**src/rtl/instr_encoder_pkg.sv**
```systemverilog
// Shared format classes, opcodes and the field-packing helpers for instr_encoder.
package instr_encoder_pkg;

   typedef enum logic [2:0] {
      FMT_R      = 3'd0,
      FMT_I      = 3'd1,
      FMT_LOAD   = 3'd2,
      FMT_STORE  = 3'd3,
      FMT_BRANCH = 3'd4
   } fmt_e;

   localparam logic [6:0] OP_R      = 7'b0110011;
   localparam logic [6:0] OP_I      = 7'b0010011;
   localparam logic [6:0] OP_LOAD   = 7'b0000011;
   localparam logic [6:0] OP_STORE  = 7'b0100011;
   localparam logic [6:0] OP_BRANCH = 7'b1100011;

   typedef struct packed {
      logic [2:0]  typ;
      logic [4:0]  rd;
      logic [4:0]  rs1;
      logic [4:0]  rs2;
      logic [2:0]  funct3;
      logic [6:0]  funct7;
      logic [31:0] imm;
   } req_t;

   function automatic logic fmt_legal(input logic [2:0] t);
      return t <= 3'(FMT_BRANCH);
   endfunction

   // The immediate survives 12-bit packing only if bits 31:11 are a pure sign extension.
   function automatic logic imm_fits(input logic [31:0] imm);
      return (&imm[31:11]) | ~(|imm[31:11]);
   endfunction

   // BRANCH imm is already the halfword offset, so imm[11:0] map straight onto B-type slots.
   function automatic logic [31:0] encode(input req_t r);
      logic [31:0] w;
      w = '0;
      case (r.typ)
         3'(FMT_R):      w = {r.funct7, r.rs2, r.rs1, r.funct3, r.rd, OP_R};
         3'(FMT_I):      w = {r.imm[11:0], r.rs1, r.funct3, r.rd, OP_I};
         3'(FMT_LOAD):   w = {r.imm[11:0], r.rs1, r.funct3, r.rd, OP_LOAD};
         3'(FMT_STORE):  w = {r.imm[11:5], r.rs2, r.rs1, r.funct3, r.imm[4:0], OP_STORE};
         3'(FMT_BRANCH): w = {r.imm[11], r.imm[9:4], r.rs2, r.rs1, r.funct3,
                              r.imm[3:0], r.imm[10], OP_BRANCH};
         default:        w = '0;
      endcase
      return w;
   endfunction

endpackage

```
**src/rtl/instr_fifo.sv**
```systemverilog
// Circular buffer of encoded instructions; pointers wrap modulo FIFO_DEPTH (need not be a power of two).
module instr_fifo #(
   parameter int FIFO_DEPTH = 2,
   parameter int WIDTH      = 32
) (
   input  logic             clk,
   input  logic             rst,
   input  logic             push,
   input  logic [WIDTH-1:0] wdata,
   input  logic             pop,
   output logic [WIDTH-1:0] rdata,
   output logic             full,
   output logic             empty
);

   localparam int PW = (FIFO_DEPTH > 1) ? $clog2(FIFO_DEPTH) : 1;
   localparam int CW = $clog2(FIFO_DEPTH + 1);

   logic [WIDTH-1:0] mem [FIFO_DEPTH];
   logic [PW-1:0]    wr_ptr, rd_ptr;
   logic [CW-1:0]    cnt;

   function automatic logic [PW-1:0] inc(input logic [PW-1:0] p);
      return (p == PW'(FIFO_DEPTH - 1)) ? '0 : p + PW'(1);
   endfunction

   always_ff @(posedge clk or posedge rst) begin
      if (rst) begin
         wr_ptr <= '0;
         rd_ptr <= '0;
         cnt    <= '0;
      end else begin
         if (push) wr_ptr <= inc(wr_ptr);
         if (pop)  rd_ptr <= inc(rd_ptr);
         case ({push, pop})
            2'b10:   cnt <= cnt + CW'(1);
            2'b01:   cnt <= cnt - CW'(1);
            default: cnt <= cnt;
         endcase
      end
   end

   // Storage needs no reset: nothing is visible while the occupancy count is zero.
   always_ff @(posedge clk) begin
      if (push) mem[wr_ptr] <= wdata;
   end

   assign rdata = mem[rd_ptr];
   assign full  = (cnt == CW'(FIFO_DEPTH));
   assign empty = (cnt == '0);

endmodule

```
**src/rtl/instr_encoder.sv**
```systemverilog
// Packs decoded instruction fields into 32-bit RV32 words behind a small output FIFO.
// Optional IMM_RANGE_CHECK_EN drops non-R requests whose immediate does not fit 12 bits.
module instr_encoder
   import instr_encoder_pkg::*;
#(
   parameter int FIFO_DEPTH = 2
) (
   input  logic        clk_i,
   input  logic        rst_i,
   input  logic        in_valid_i,
   output logic        in_ready_o,
   input  logic [2:0]  type_i,
   input  logic [4:0]  rd_i,
   input  logic [4:0]  rs1_i,
   input  logic [4:0]  rs2_i,
   input  logic [2:0]  funct3_i,
   input  logic [6:0]  funct7_i,
   input  logic [31:0] imm_i,
   output logic        out_valid_o,
   input  logic        out_ready_i,
   output logic [31:0] instr_o,
   output logic        err_o,
   output logic [15:0] count_o
);

   req_t        req;
   logic        full, empty, push, pop, accept, drop;
   logic        err_q;
   logic [15:0] cnt_q;

   assign req = '{typ: type_i, rd: rd_i, rs1: rs1_i, rs2: rs2_i,
                  funct3: funct3_i, funct7: funct7_i, imm: imm_i};

   assign pop        = ~empty & out_ready_i;
   assign in_ready_o = ~rst_i & (~full | pop);
   assign accept     = in_valid_i & in_ready_o;

`ifdef IMM_RANGE_CHECK_EN
   assign drop = ~fmt_legal(type_i) | ((type_i != 3'(FMT_R)) & ~imm_fits(imm_i));
`else
   assign drop = ~fmt_legal(type_i);
`endif

   assign push = accept & ~drop;

   instr_fifo #(
      .FIFO_DEPTH (FIFO_DEPTH),
      .WIDTH      (32)
   ) u_fifo (
      .clk   (clk_i),
      .rst   (rst_i),
      .push  (push),
      .wdata (encode(req)),
      .pop   (pop),
      .rdata (instr_o),
      .full  (full),
      .empty (empty)
   );

   always_ff @(posedge clk_i or posedge rst_i) begin
      if (rst_i) begin
         err_q <= 1'b0;
         cnt_q <= '0;
      end else begin
         err_q <= accept & drop;
         if (pop) cnt_q <= cnt_q + 16'd1;
      end
   end

   assign out_valid_o = ~empty;
   assign err_o       = err_q;
   assign count_o     = cnt_q;

endmodule

```
**config.mk**
```make
export PLATFORM = sky130hd
export DESIGN_NAME = instr_encoder
export DESIGN_NICKNAME = d
export VERILOG_FILES = /design/src/rtl/instr_encoder_pkg.sv /design/src/rtl/instr_fifo.sv /design/src/rtl/instr_encoder.sv
export SDC_FILE = /design/constraint.sdc
export NUM_CORES = 1
export LEC_CHECK = 0
export ABC_CLOCK_PERIOD_IN_PS = 5950
export CAP_MARGIN = 5
export CELL_PAD_IN_SITES_DETAIL_PLACEMENT = 1
export CELL_PAD_IN_SITES_GLOBAL_PLACEMENT = 1
export CORE_ASPECT_RATIO = 0.6
export CORE_MARGIN = 3
export CORE_UTILIZATION = 30
export CTS_CLUSTER_SIZE = 8
export DETAILED_ROUTE_END_ITERATION = 16
export HOLD_SLACK_MARGIN = 0.06
export PLACE_DENSITY = 0.79
export REMOVE_ABC_BUFFERS = 1
export SYNTH_ARGS = -nofsm -noshare
export SYNTH_HDL_FRONTEND = slang
export SYNTH_SLANG_ARGS = --single-unit
```
**constraint.sdc**
```tcl
create_clock -name clk_i -period 5.95 [get_ports clk_i]
set_input_delay 1.4875 -clock clk_i [delete_from_list [all_inputs] [get_ports clk_i]]
set_output_delay 1.4875 -clock clk_i [all_outputs]
set_load 0.01 [all_outputs]
```
==> impl_metrics.csv <==
group,metric,value,unit
timing,fmax,228,MHz
drt,vias,2427,
cells_and_area,drive_gt1_frac,0.170,
timing,slew_headroom,0.344,
drt,postRouteAntennaNets,0,
cells_and_area,multi_input_area,1250,um2
die,fp.dieW,147,um
timing,worstMarginPinSlew,0.982,ns
logic_synthesis,synth_flop_cell,"edfxtp_1",
placed_design,pre_cts_slack,1.54,ns
clock_tree,root_buffer,"clkbuf_16",
die,start_util,0.312,
worst_setup_path,path_class,"in -> out",
placed_design,placed_area,4680,um2
cells_and_area,regArea,2270,um2
pwr,power_leakage,0.00181,uW
logic_synthesis,synthMuxAreaShare,0.126,
clock_tree,clk_latency,0.33,ns
timing,skew,0.00573,ns
logic_synthesis,synth-xor-area-share,0.0488,
logic_synthesis,ys_ff_latch,79,
timing,fin_ws,1.56,ns
cells_and_area,area_growth,39.6,%
worst_setup_path,crit_required,4.46,ns
placed_design,place_hpwl,6250,um
die,rows,30,
logic_synthesis,synth-compound-area-share,0.0683,
clock_tree,cts_resized,0,
die,core_area,11500,um2
cells_and_area,antenna_cells,0,
drt,initialDrtViolationCount,89,
logic_synthesis,yosysWarnings,0,
clock_tree,cts.hold.buffers_added,0,
global_routing,grt_pass1_wl,14200,um
cells_and_area,fin_nets,420,
timing,fin_crit_sh,0.738,
clock_tree,cts.sinks,79,
logic_synthesis,synth-seq-area-share,0.632,
timing,period_needed,4.39,ns
clock_tree,cts_setup_buffers,0,
drt,drcViolationCount,0,
timing,final-setup-viol-count,0,
timing,worst_hold_slack,0.490,ns
clock_tree,tritoncts,"built",
worst_setup_path,cp_max_fo,3,
pwr,ir_drop,0.152,mV
die,die_h,90.7,um
logic_synthesis,synth_edf_count,58,
clock_tree,cts.clk_slew.worst_paths,0.06,ns
cells_and_area,final.fill_count,1212,
worst_setup_path,endpoint_kind,"output pin",
logic_synthesis,syn_inst,263,
timing,tns,0,ns
logic_synthesis,synth_fa_ha_area_frac,0.00697,
cells_and_area,stdcell_area,5010,um2
logic_synthesis,synthSimpleGateAreaFrac,0.0910,
logic_synthesis,synthArstFlopShare,0.266,
placed_design,gp_congestion,0.726,
logic_synthesis,syn_area,3590,um2
pwr,fin_total_pwr,1880,uW
clock_tree,cts_buffers,9,
logic_synthesis,synth_top_family_by_area,"multiplexers",
logic_synthesis,synth.avg_cell_area,13.6,um2
worst_setup_path,start_kind,"primary input",
pwr,power_density,375,nW/um2
timing,hold_viol_final,0,
drt,dr.pass1.iters,4,
hold_path,min_path_type,"reg -> reg",
drt,viasPerCell,4.68,
drt,post_drt_wl_per_cell,17.0,um
die,dieArea,13400,um2
flow_run,maxCapViolCount,0,
status,status,"finished, final reports clean",
clock_tree,htree_levels,3,
global_routing,overflow,0,
drt,wl,8810,um
global_routing,grt_usage,0.136,
global_routing,antenna_found_initial,0,
clock_tree,clk_path_buf_depth,2,
placed_design,port_buffers,92,
global_routing,first_global_vias,2662,
timing,rsz0062_at_grt,"no",
logic_synthesis,ys_types,33,
global_routing,grt_max_degree,30,
worst_setup_path,worst_ep_arrival_time,2.91,ns
die,ioPinCount,115,
timing,maxSlewViolCount,0,
-- power breakdown --
| group | internal, uW | total (uW) | leakage (uW) | switching (uW) |
|---|---|---|---|---|
| Clock | 381 | 597 | 0.000159 | 216 |
| Combinational | 312 | 553 | 0.000844 | 241 |
| Sequential | 668 | 729 | 0.000809 | 61.1 |
| Total | 1360 | 1880 | 0.00181 | 518 |
-- cells by family after synthesis --
logic type,Yosys count
fa+ha+maj,2
compound gates,39
flops,79
buf+inv,20
other cells,1
simple gates,61
mux,41
xor+xnor,20
-- worst max-delay path, stage by stage --
cell,delay (ns)
clkdlybuf4s50_1,0.56
nor3b_1,0.09
nor2_1,0.19
clkdlybuf4s50_1,0.58
-- state kept, by name (all words and copies together) (netlist names) --
name	count
u_fifo.mem	58
count_o	16
u_fifo.cnt	2
err_o	1
u_fifo.rd_ptr	1
u_fifo.wr_ptr	1
-- placed cells by master, fill, tap and decap left out, types with 2 or more instances in the layout --
master / instances
clkdlybuf4s50_1: 92
edfxtp_1: 58
mux2_2: 34
dfrtp_1: 21
xnor2_1: 16
nand2_1: 14
nand3_1: 12
a21oi_1: 11
and2_1: 10
o21ai_0: 10
a22oi_1: 10
clkbuf_16: 9
mux2i_1: 7
nor2_1: 6
nor2b_1: 5
o22ai_1: 5
inv_1: 4
xor2_1: 4
and3_1: 3
clkinv_4: 3
buf_4: 3
nor2_4: 2
ha_1: 2
conb_1: 2
bufinv_16: 2
-- through the flow --
stage | utilization | std cells
global route | 0.436 | 519
CTS | 0.436 | 519
floorplan | - | 248
finish | 0.436 | 519
detailed placement | 0.407 | 503
global placement | 0.407 | 503
-- worst paths after layout --
check	startpoint	to	slack, ns	depth (start not counted)
setup / recovery	out_ready_i	in_ready_o	1.56	4
hold / removal	count_o[15]	count_o[15]	0.49	1
setup reg to reg	u_fifo.cnt[1]	u_fifo.mem[0][4]	3.62	4
hold reg to reg	count_o[15]	count_o[15]	0.49	1
max in group asynchronous	rst_i	count_o[2]	3.77	2
min in group asynchronous	rst_i	count_o[15]	1.66	2
-- cells in the mapped netlist, drive strengths merged, types with 5 or more instances --
cell     n  area [um2]
a21oi   11        55.1
a22oi   10        75.1
and2    10        62.6
buf      8        47.5
clkbuf   8        30.0
dfrtp   21         526
edfxtp  58        1740
mux2    34         383
mux2i    7        70.1
nand2   14        52.6
nand3   12        60.1
nor2     9        33.8
nor2b    5        31.3
o21ai   11        66.3
o22ai    5        31.3
xnor2   16         140
-- layer usage --
layer,share of wire,vias up,GRT usage
met1,0.45,1215,0.171
met3,0.037,6,0.0376
met5,0,-,0
met4,0.0082,0,0.0481
li1,-,1147,-
met2,0.50,59,0.226
-- final cells by class --
cell class	count	area share
inverter	4	0.00300
multi-input combinational	165	0.250
clock buffer	10	0.0477
sequential	79	0.453
tap	160	0.0400
timing repair buffer	95	0.188
clock inverter	6	0.0187
(Power assumes the default switching activity.)
